[src/rtl/mem_access_ctrl.sv]
// MEM-stage data-cache access controller: issues each EX/MEM memory entry to
// the dcache exactly once, stalls the pipeline on a miss, returns load data.
module mem_access_ctrl #(
  parameter int WORD_W = 32,
  parameter int CNT_W  = 16
) (
  input  logic              CLK,
  input  logic              RST,
  input  logic              ex_valid,
  input  logic              flushed,
  input  logic              memREN,
  input  logic              memWEN,
  input  logic [WORD_W-1:0] mem_addr,
  input  logic [WORD_W-1:0] mem_wdata,
  input  logic              hold,
  input  logic              dhit,
  input  logic [WORD_W-1:0] dmemload,
  output logic              dmemREN,
  output logic              dmemWEN,
  output logic [WORD_W-1:0] dmemaddr,
  output logic [WORD_W-1:0] dmemstore,
  output logic              stallDmem,
  output logic [WORD_W-1:0] ld_data,
  output logic              mem_done,
  output logic              err_both,
  output logic [CNT_W-1:0]  stall_cnt,
  output logic [CNT_W-1:0]  access_cnt
);

  typedef enum logic [1:0] {
    S_IDLE = 2'd0,
    S_WAIT = 2'd1,
    S_DONE = 2'd2
  } state_t;

  localparam logic [CNT_W-1:0] CNT_MAX = {CNT_W{1'b1}};
  localparam logic [CNT_W-1:0] CNT_ONE = {{(CNT_W-1){1'b0}}, 1'b1};

  state_t            r_state;
  state_t            w_next;
  logic [WORD_W-1:0] r_addr;
  logic [WORD_W-1:0] r_wdata;
  logic [WORD_W-1:0] r_ld_q;
  logic              r_is_store;
  logic              r_flush_seen;
  logic [CNT_W-1:0]  r_stall_cnt;
  logic [CNT_W-1:0]  r_access_cnt;
  logic              w_req;
  logic              w_latch;
  logic              w_complete;
  logic              w_cpl_load;

  assign w_req      = ex_valid & ~flushed & (memREN | memWEN);
  assign stall_cnt  = r_stall_cnt;
  assign access_cnt = r_access_cnt;

  // State, latched request, load data and saturating counters
  always_ff @(posedge CLK) begin
    if (RST) begin
      r_state      <= S_IDLE;
      r_addr       <= '0;
      r_wdata      <= '0;
      r_ld_q       <= '0;
      r_is_store   <= 1'b0;
      r_flush_seen <= 1'b0;
      r_stall_cnt  <= '0;
      r_access_cnt <= '0;
    end else begin
      r_state <= w_next;
      if (w_latch) begin
        r_addr       <= mem_addr;
        r_wdata      <= mem_wdata;
        r_is_store   <= memWEN;
        r_flush_seen <= 1'b0;
      end else if ((r_state == S_WAIT) && flushed) begin
        r_flush_seen <= 1'b1;
      end
      if (w_cpl_load) begin
        r_ld_q <= dmemload;
      end
      if (stallDmem && (r_stall_cnt != CNT_MAX)) begin
        r_stall_cnt <= r_stall_cnt + CNT_ONE;
      end
      if (w_complete && (r_access_cnt != CNT_MAX)) begin
        r_access_cnt <= r_access_cnt + CNT_ONE;
      end
    end
  end

  // Next-state and cache/pipeline outputs; everything is forced quiet during reset
  always_comb begin
    w_next     = r_state;
    w_latch    = 1'b0;
    w_complete = 1'b0;
    w_cpl_load = 1'b0;
    dmemREN    = 1'b0;
    dmemWEN    = 1'b0;
    dmemaddr   = '0;
    dmemstore  = '0;
    stallDmem  = 1'b0;
    mem_done   = 1'b0;
    err_both   = 1'b0;
    ld_data    = r_ld_q;
    if (RST) begin
      w_next  = S_IDLE;
      ld_data = '0;
    end else begin
      case (r_state)
        S_IDLE: begin
          if (w_req) begin
            // both flags set is treated as a store
            dmemREN   = memREN & ~memWEN;
            dmemWEN   = memWEN;
            dmemaddr  = mem_addr;
            dmemstore = mem_wdata;
            err_both  = memREN & memWEN;
            if (dhit) begin
              w_complete = 1'b1;
              w_cpl_load = ~memWEN;
              mem_done   = 1'b1;
              ld_data    = dmemload;
              w_next     = hold ? S_DONE : S_IDLE;
            end else begin
              stallDmem = 1'b1;
              w_latch   = 1'b1;
              w_next    = S_WAIT;
            end
          end else begin
            w_next = S_IDLE;
          end
        end
        S_WAIT: begin
          dmemREN   = ~r_is_store;
          dmemWEN   = r_is_store;
          dmemaddr  = r_addr;
          dmemstore = r_wdata;
          if (dhit) begin
            // a squashed entry still finishes its handshake but reports no completion
            w_complete = 1'b1;
            w_cpl_load = ~r_is_store;
            mem_done   = ~(flushed | r_flush_seen);
            ld_data    = dmemload;
            w_next     = hold ? S_DONE : S_IDLE;
          end else begin
            stallDmem = 1'b1;
          end
        end
        S_DONE: begin
          mem_done = 1'b1;
          w_next   = hold ? S_DONE : S_IDLE;
        end
        default: begin
          w_next = S_IDLE;
        end
      endcase
    end
  end

endmodule
[config.mk]
export PLATFORM = sky130hd
export DESIGN_NAME = mem_access_ctrl
export DESIGN_NICKNAME = d
export VERILOG_FILES = /design/src/rtl/mem_access_ctrl.sv
export SDC_FILE = /design/constraint.sdc
export NUM_CORES = 1
export LEC_CHECK = 0
export CORE_UTILIZATION = 35
export DETAILED_ROUTE_END_ITERATION = 10
export PLACE_DENSITY = 0.64
export SYNTH_ARGS = -nofsm -noshare
export SYNTH_HDL_FRONTEND = slang
export SYNTH_SLANG_ARGS = --single-unit
[constraint.sdc]
create_clock -name CLK -period 3 [get_ports CLK]
set_input_delay 0.6 -clock CLK [delete_from_list [all_inputs] [get_ports CLK]]
set_output_delay 0.6 -clock CLK [all_outputs]
set_load 0.01 [all_outputs]
After elaboration in Yosys (flattened, before gate mapping)
Index checks and enable logic that the tools add are counted.
Word-level totals
  flip-flop bits (word level): 132
  bits of input ports: 104
  output and inout bits: 133
  word-level logic and storage cells: 72
Operators by class
  add/subtract/negate cells: 2
  eq/ne operators: 5
  muxes and demuxes: 42
  bitwise operators: 10
  reduce and logical (&&, ||, !) cells: 5
Operator list (number)
  32-bit two-way mux: 7
  32-bit one-hot mux with 2 select lines: 3
  16-bit by 1-bit adder with 16-bit output, second input constant: 2
  16-bit != test, second input constant: 2
  1-bit two-way mux: 21
  1-bit one-hot mux with 2 select lines: 5
  2-bit two-way mux: 4
  2-bit one-hot mux with 3 select lines: 1
  1-bit bitwise AND: 4
  1-bit NOT: 4
  1-bit logical AND: 3
  1-bit one-hot mux with 3 select lines: 1
  2-bit by 1-bit equality test with 1-bit output, second input constant: 1
  2-bit equality test, second input constant: 1
  2-bit logical NOT: 1
  2-bit != test, second input constant: 1
  1-bit bitwise OR: 2
  2-bit OR reduction: 1

Logic depth before layout (Yosys ltp)
Gate-level depths: netlist of the first run.
  depth in word-level cells: 7
  depth in mapped cells: 10
  mapped depth without buffers: 7

Worst setup path after synthesis of the first run
No wires, ideal clock.
  path type: flip-flop to output port
  start: register r_state[0]
  end: output port ld_data[10]
  data arrival time: 1931 ps
  data required time: 2400 ps
  setup slack: 469 ps
  cell stages (with the launch flop): 9
  path through: dfxtp_1 -> inv_1 -> ha_1 -> and3b_1 -> o21ai_1 -> o21ai_0 -> a21oi_1 -> clkbuf_1 -> a22o_1
On the way
  longest elaborated chain between the ends: 3
  elaborated cells between the ends (all ways): 4
  classes of those cells: 1 x eq/ne; 2 x mux; 1 x reduce/logical
RTL lines
  start, declared: RTL line 39  | state_t r_state;
  start signal, assigned: RTL line 69  | r_state <= w_next;
  2-bit by 1-bit equality test with 1-bit output or 2-bit logical NOT (tied branches): RTL line 108  | case (r_state)
  32-bit one-hot mux with 2 select lines (*): RTL line 108
  32-bit two-way mux (*): RTL line 104  | if (RST) begin
  end, declared: RTL line 23  | output logic [WORD_W-1:0] ld_data,
Every way passes the cells marked *; elsewhere a longest branch is shown, timed or not.

Worst setup path after layout of the first run
  start: input port memREN
  end: output port ld_data[16]
On the way
  longest elaborated chain between the ends: 5
RTL lines
  start, declared: RTL line 11  | input logic memREN,
  1-bit bitwise OR: RTL line 53  | assign w_req = ex_valid & ~flushed & (memREN | memWEN);
  1-bit bitwise AND: RTL line 53
  32-bit two-way mux: RTL line 110  | if (w_req) begin
  32-bit one-hot mux with 2 select lines: RTL line 108
  32-bit two-way mux: RTL line 104
Every way passes these cells.

==> results.cfg, run 1 <==
[synthesis]
synth_top_area_frac = 0.435
syn_nets = 804
synthCells = 694
synth-async-reset-ratio = 0
yosys.cell_types.count = 52
synth_seq_area_share = 0.435
synth_most_common_cell = dfxtp_1
synth_flop_cell = dfxtp_1
synth_area_leaders = dfxtp_1 44%, a22o_1 14%, a22oi_1 8.0%
netlist_area_um2 = 6070
synth-seq-cells = 132
yosysWarnings = 0
syn_avg_cell_area_um2 = 8.75
synth_top_cells_by_count = 132 x dfxtp_1, 97 x a22o_1, 91 x nor2_1, 84 x nand2_1, 65 x a22oi_1
synth_edf_count = 0
yosysTopAreaCell = dfxtp_1

[floorplan]
coreArea_um2 = 16800
start_util = 0.362
die-area_um2 = 17900
core.rowCount = 47
fp.dieW_um = 134
ioPinCount = 237
die_h_um = 134

[sta]
setup_viol = 0
maxSlewViolCount = 0
timing.hold.ws_ns = 0.453
min_period_ns = 2.90
rsz0062_at_grt = yes
fin_crit_sh = 0.967
setup_slack_ns = 0.0985
maxSlewHeadroom = 0.640
worstMarginPinSlew_ns = 0.527
skew_ns = 0.0111
fmax_mhz = 345
hold_viol_final = 0

[critical_path]
criticalPathCategory = input port to output port
r2r-start = r_state[0]
r2r_setup_slack_ns = 0.53
end_kind = output port
startpoint_type = input port
r2r_cells = 9
cp.required_ns = 2.40
worstPathMaxFanout = 8
worstReg2RegEnd = stall_cnt[13]
cp.arrival_ns = 2.30

[clock_network]
cts.sinks = 132
cts_hold_buf = 0
ctsHtreeMaxLevel = 4
ctsLongestPathBuffers = 2
clk_latency_ns = 0.42
cts_buffers = 17
cts_tree = done
clockRootBuffer = clkbuf_16
clk_pin_slew_ns = 0.05

[pwr]
seqPwrFrac = 0.400
leakagePower_nw = 3.80
p_per_area_nw_per_um2 = 479
swShare = 0.231
p_int_mw = 3.50
ir_drop_mv = 0.395
p_comb_frac = 0.121
fin_total_pwr_mw = 4.55
power_switching_mw = 1.05
power_frac_clock = 0.480

[final_layout]
finalNetCount = 1041
fill_cells = 1532
drive_gt1_frac = 0.133
n_antenna_cell = 0
seqCellArea_um2 = 2640
final_core_util = 0.567
multiInputGateArea_um2 = 3210
syn2layout_area_growth_pct = 56.6

[min_path]
hp-class = register to register
min_from = r_ld_q[12]
hold_depth = 2
whs_endpoint = r_ld_q[12]

[global_routing]
grt_remaining_overflow = 0
grtUsageTotal = 0.209
grt_max_degree = 66
antenna_found_initial = 0
grt_pass1_vias = 5668
grt_pass1_wl_um = 29600

[placement]
place_ws_ns = -0.334
place_congestion = 0.810
port_buffers = 236
dp.final_hpwl_um = 12400

[drt]
viasPerCell = 5.19
vias = 6046
drt-pass1-iter-count = 4
drc_errors = 0
drtIter0Drc = 302
ant_nets = 0
drt_wl_total_um = 18800
wl_per_cell_um = 16.1

[run]
cap_violations = 0

[outcome]
status = finished, final reports clean
-- how the worst max path moves through the flow --
stage | start | endpoint | slack (ns) | cells after the start
after floorplan | r_state[0] | ld_data[10] | 0.47 | 8
after global placement | flushed | ld_data[26] | -0.27 | 8
after detailed placement | flushed | ld_data[13] | -0.33 | 8
after CTS | flushed | ld_data[29] | 0.0002 | 9
after global routing | memWEN | dmemstore[3] | -0.02 | 8
final | memREN | ld_data[16] | 0.1 | 8
-- per-layer routing --
metal | global-route usage | vias to the layer above | routed length (um)
li1 | - | 3039 | -
met5 | 0 | - | 0
met4 | 0.0625 | 0 | 204
met2 | 0.329 | 230 | 8370
met1 | 0.262 | 2760 | 8410
met3 | 0.0833 | 17 | 1800
-- state kept, by name, indices dropped and copies added, names as in the netlist --
register,flops
stall_cnt,16
access_cnt,16
r_flush_seen,1
r_state,2
r_addr,32
r_ld_q,32
r_wdata,32
r_is_store,1
-- critical path, stage by stage --
cell and delay [ns]:
clkdlybuf4s50_1 0.54, o21ai_2 0.09, buf_4 0.15, a211oi_4 0.26, buf_6 0.16, buf_12 0.12, a22o_1 0.15, clkdlybuf4s15_2 0.22
-- repair_timing --
item	in CTS	in global routing
buffers inserted	4	1
gates resized for setup	131	44
hold endpoints to repair	0	0
pin swaps	2	2
gates cloned	3	1
setup endpoints to repair	99	53
-- cells by family after synthesis --
group | count (synthesis) | synth area share
xor gates and xnor gates | 16 | 0.0231
buffers and inverters | 68 | 0.0462
muxes | 4 | 0.00660
and+or+nand+nor | 235 | 0.183
adders and majority gates | 6 | 0.0124
DFF | 132 | 0.435
AOI/OAI and AO/OA | 233 | 0.294
-- layout by cell type (no fill, tap or decap), types with 3 or more instances in the layout --
cell               n
inv_2              3
dfxtp_1          131
nor4_4             3
nand2_1           84
and4_1             5
clkbuf_16         18
buf_4             25
buf_12            12
a21oi_1           41
a22oi_1           65
o21ai_0            5
xor2_1             3
a22o_1            97
buf_2              3
clkdlybuf4s15_2    3
clkbuf_2          22
inv_1              5
xnor2_1           13
or3_1              4
nor2_1            89
clkinv_4           4
nand3_1           10
o31ai_1            3
bufinv_16          4
clkinv_2           4
mux2i_1            4
clkdlybuf4s50_1  134
nor3_1             7
clkdlybuf4s15_1    4
ha_1               4
dlygate4sd2_1     67
nand4_1            9
-- power groups by stage --
stage	clock network [mW]	logic [mW]	registers [mW]
final	2.18	0.548	1.82
after detailed placement	0	0.552	1.85
after CTS	2.24	0.551	1.82
after global routing	2.31	0.593	1.82
after floorplan	0	0.220	1.85
after global placement	0	0.549	1.86
-- layout make-up --
type,instances,area share
clock buffer,19,0.0466
clock inverter,13,0.0192
inverter,8,0.00316
multi-input combinational,494,0.338
sequential,132,0.278
tap,220,0.0290
timing repair buffer,278,0.286
-- through the flow --
step	cell area [um^2]	std cells	setup TNS, ns
6_report	9500	1164	0
5_1_grt	9500	1164	-0.0415
4_1_cts	9560	1162	0
3_5_place_dp	8880	1123	-19.78
3_3_place_gp	8880	1123	-16.76
2_1_floorplan	6070	694	0
(Power assumes the default switching activity.)
==> run 2: changes to the inputs <==
Settings changed: CORE_MARGIN set to 10.
==> run 2 against run 1 <==
Against the previous run: largest cell class unchanged; power decreased by 0.48%; register-to-register slack got worse by 0.02 ns; design area increased by 1.1%; clock skew decreased by 0.0041 ns; highest routed layer unchanged; core utilization decreased by 0.79 points; worst hold slack got worse by 0.00059 ns; combinational power increased by 4.2%; flip-flop and latch count unchanged; count of clock-buffer cells in the layout increased by 1; wire length increased by 14%; via count increased by 2.2%; largest power group unchanged; die area increased by 29%.
==> results.cfg, run 2 (synthesized netlist as in run 1, its figures left out) <==
[drt]
wl_per_cell_um = 18.0
drtIter0Drc = 309
drt-pass1-iter-count = 5
ant_nets = 0
vias = 6181
viasPerCell = 5.23
drc_errors = 0
drt_wl_total_um = 21300

[pwr]
p_per_area_nw_per_um2 = 471
leakagePower_nw = 3.94
ir_drop_mv = 0.346

[placement]
port_buffers = 236
place_congestion = 0.764
dpl-instance-area_um2 = 8930
dp.final_hpwl_um = 14500

[clock_network]
cts_buffers = 17
ctsHtreeMaxLevel = 4
cts_tree = done
cts_hold_buf = 0
clockRootBuffer = clkbuf_16
cts.sinks = 132
clk_pin_slew_ns = 0.06
clk_latency_ns = 0.42
ctsLongestPathBuffers = 2

[critical_path]
cp-startpoint = r_state[1]
startpoint_type = register
cp.required_ns = 2.40
end_kind = output port
r2r-start = r_state[0]
criticalPathCategory = register to output port
worstPathMaxFanout = 8
cp.arrival_ns = 2.31

[floorplan]
start_util = 0.353
fp.dieW_um = 152
core.rowCount = 48
die-area_um2 = 23000
die_h_um = 152
coreArea_um2 = 17200
ioPinCount = 237

[final_layout]
finalNetCount = 1054
layout_commonest_cell = clkdlybuf4s50_1
n_antenna_cell = 0
largestRegisters = r_addr (32), r_ld_q (32), r_wdata (32)
syn2layout_area_growth_pct = 58.3
drive_gt1_frac = 0.157
fin_area_um2 = 9610
layout_common_cells = 133 x clkdlybuf4s50_1, 131 x dfxtp_1, 97 x a22o_1

[global_routing]
grt_remaining_overflow = 0
grt_pass1_vias = 6027
grt_pass1_wl_um = 33000
grt_max_degree = 67
antenna_found_initial = 0
grtUsageTotal = 0.180

[sta]
fin_crit_sh = 0.969
timing.hold.ws_ns = 0.452
maxSlewHeadroom = 0.613
rsz0062_at_grt = no
worstMarginPinSlew_ns = 0.565
min_period_ns = 2.91
maxSlewViolCount = 0
hold_viol_final = 0
skew_ns = 0.00698
setup_viol = 0
fmax_mhz = 344

[run]
cap_violations = 0

[outcome]
status = finished, final reports clean

[min_path]
hp-class = register to register
min_from = r_ld_q[0]
## run 2: cell type report
class,count,area (um^2)
clock buffer,20,457
clock inverter,12,155
fill,1628,7570
inverter,8,32.5
multi-input combinational,494,3250
sequential,132,2650
tap,225,282
timing repair buffer,291,2780
## run 2: final timing paths
check	slack (ns)	depth (start not counted)	to
min reg2reg	0.45	2	r_ld_q[0]
max reg2reg	0.51	9	stall_cnt[9]
min	0.45	2	r_ld_q[0]
max	0.09	11	ld_data[2]
## run 2: power breakdown
group          leakage, nW  switching, mW  internal [mW]
registers             1.07         0.0238           1.79
clock network        0.284          0.789           1.35
logic                 2.59          0.267          0.303
total                 3.94           1.08           3.45
## run 2: critical path, stage by stage (launching register included)
cell      delay (ns)
dfxtp_4         0.36
inv_4           0.07
ha_4            0.14
and3b_2         0.22
o21ai_4         0.08
buf_6           0.12
a211oi_4        0.27
buf_6           0.15
buf_12          0.10
buf_16          0.11
a22o_1          0.14
buf_2           0.13
## run 2: stage by stage
step,setup slack [ns],power (mW),util,instances,setup TNS (ns)
finish,0.0923,4.53,0.559,1182,0
global route,0.00538,4.71,0.559,1182,0
CTS,-0.141,4.59,0.562,1179,-0.143
detailed placement,-0.386,2.42,0.520,1135,-22.41
global placement,-0.346,2.42,0.520,1135,-19.94
floorplan,0.469,2.07,-,694,0
## run 2: layer usage
metal / global-route usage / routed length, um
met4: 0.0534 / 221
met3: 0.110 / 2910
met5: 0 / 0
met1: 0.211 / 8980
met2: 0.269 / 9220
## run 2: what timing repair did
action | in CTS | in global routing
endpoints found under the setup margin | 99 | 46
gates cloned | 4 | 0
buffers inserted | 8 | 4
pin swaps | 3 | 4
gates resized for setup | 155 | 57
==> run 3: changes to the inputs <==
Settings changed: ABC_AREA set to 0, REMOVE_ABC_BUFFERS set to 1.
==> run 3 against run 2 <==
Against the previous run: critical path depth decreased by 5; highest routed layer unchanged; wire length decreased by 3.1%; worst setup slack got worse by 0.073 ns; critical path type is now input port to output port; largest power group unchanged.
==> results.cfg, run 3 (synthesized netlist as in run 1, its figures left out) <==
[outcome]
status = finished, final reports clean

[clock_network]
cts_tree = done
ctsLongestPathBuffers = 2
ctsHtreeMaxLevel = 4
clk_pin_slew_ns = 0.06
cts_buffers = 17
cts_hold_buf = 0
clockRootBuffer = clkbuf_16
clk_latency_ns = 0.41
cts.sinks = 132

[placement]
dp.cells = 1126
dp.final_hpwl_um = 14100
place_ws_ns = -0.398
port_buffers = 236
place_congestion = 0.782

[critical_path]
worstReg2RegEnd = stall_cnt[15]
worstPathMaxFanout = 3
r2r-start = r_state[1]
end_kind = output port
r2r_setup_slack_ns = 0.52
criticalPathCategory = input port to output port
cp.required_ns = 2.40
cp.arrival_ns = 2.38
cp-startpoint = flushed
r2r_cells = 9
startpoint_type = input port

[sta]
setup_viol = 0
rsz0062_at_grt = yes
maxSlewHeadroom = 0.581
skew_ns = 0.0106
hold_viol_final = 0
maxSlewViolCount = 0
fmax_mhz = 335
min_period_ns = 2.98
timing.hold.ws_ns = 0.451
fin_crit_sh = 0.994
worstMarginPinSlew_ns = 0.613
setup_slack_ns = 0.0189

[floorplan]
fp.dieW_um = 152
ioPinCount = 237
die-area_um2 = 23000
die_h_um = 152
coreArea_um2 = 17200
start_util = 0.353
core.rowCount = 48

[global_routing]
grt.busiest_layer = met2
antenna_found_initial = 0
grt_pass1_vias = 5797
use_met2 = 0.260
grt_util_met3 = 0.0701
grt_remaining_overflow = 0
grt_pass1_wl_um = 31300
grt_max_degree = 64
met1_usage = 0.212
grtUsageTotal = 0.169

[drt]
drt_wl_total_um = 20700
wl_per_cell_um = 17.6
drt-pass1-iter-count = 5
vias = 6063
ant_nets = 0
drc_errors = 0
drtIter0Drc = 283
viasPerCell = 5.16

[min_path]
whs_endpoint = r_ld_q[16]
hold_depth = 2
min_from = r_ld_q[16]
hp-class = register to register

[pwr]
ir_drop_mv = 0.393
p_per_area_nw_per_um2 = 478
leakagePower_nw = 3.77

[final_layout]
layout_common_cells = 135 x clkdlybuf4s50_1, 131 x dfxtp_1, 97 x a22o_1
finalNetCount = 1045
final_core_util = 0.550
drive_gt1_frac = 0.150
layout_commonest_cell = clkdlybuf4s50_1
fill_cells = 1636
multiInputGateArea_um2 = 3230
seqCellArea_um2 = 2640
syn2layout_area_growth_pct = 55.8
final_cells = 1174
largestRegisters = r_addr (32), r_ld_q (32), r_wdata (32)

[run]
cap_violations = 0
-- run 3: how the worst max path moves through the flow --
| stage | end | slack, ns | cells after the start |
|---|---|---|---|
| final | dmemREN | 0.02 | 6 |
| after global routing | dmemREN | -0.04 | 6 |
| after CTS | dmemREN | -0.15 | 6 |
| after detailed placement | ld_data[22] | -0.40 | 8 |
| after global placement | ld_data[5] | -0.34 | 8 |
| after floorplan | r_addr[0] | -2.34 | 4 |
-- run 3: power breakdown --
part / total [mW] / switching (mW) / internal (mW)
sequential: 1.82 / 0.0233 / 1.79
clock: 2.13 / 0.783 / 1.35
combinational: 0.564 / 0.266 / 0.299
-- run 3: critical path: stages --
cell and delay (ns):
clkdlybuf4s50_1 0.41, buf_4 0.14, nand3b_4 0.19, o32ai_4 0.31
and2_1 0.19, clkdlybuf4s50_1 0.54
-- run 3: routing by layer --
layer	routed length, um	vias to the layer above	share of wire
met5	0	-	0
met4	229	0	0.011
met3	1940	18	0.094
met2	9360	190	0.45
met1	9150	2809	0.44
li1	-	3046	-
-- run 3: layout make-up --
type	instances	area share
Antenna cell	1	0.000265
Clock buffer	20	0.0483
Clock inverter	12	0.0163
Inverter	8	0.00318
Multi-Input combinational cell	494	0.342
Sequential cell	132	0.280
Tap cell	225	0.0298
Timing Repair Buffer	282	0.281
-- run 3: what timing repair did --
action / in CTS / in global routing
resized for setup: 125 / 80
pin swaps: 2 / 3
setup endpoints to repair: 99 / 66
setup buffers: 8 / 3
cloned: 3 / 1
-- run 3: through the flow --
| stage | area (um^2) | total power [mW] | setup TNS (ns) |
|---|---|---|---|
| 2_1_floorplan | 5820 | 2.03 | -273.60 |
| 3_3_place_gp | 8850 | 2.40 | -16.53 |
| 3_5_place_dp | 8850 | 2.40 | -18.14 |
| 4_1_cts | 9520 | 4.56 | -1.67 |
| 5_1_grt | 9450 | 4.69 | -0.0893 |
| 6_report | 9460 | 4.52 | 0 |
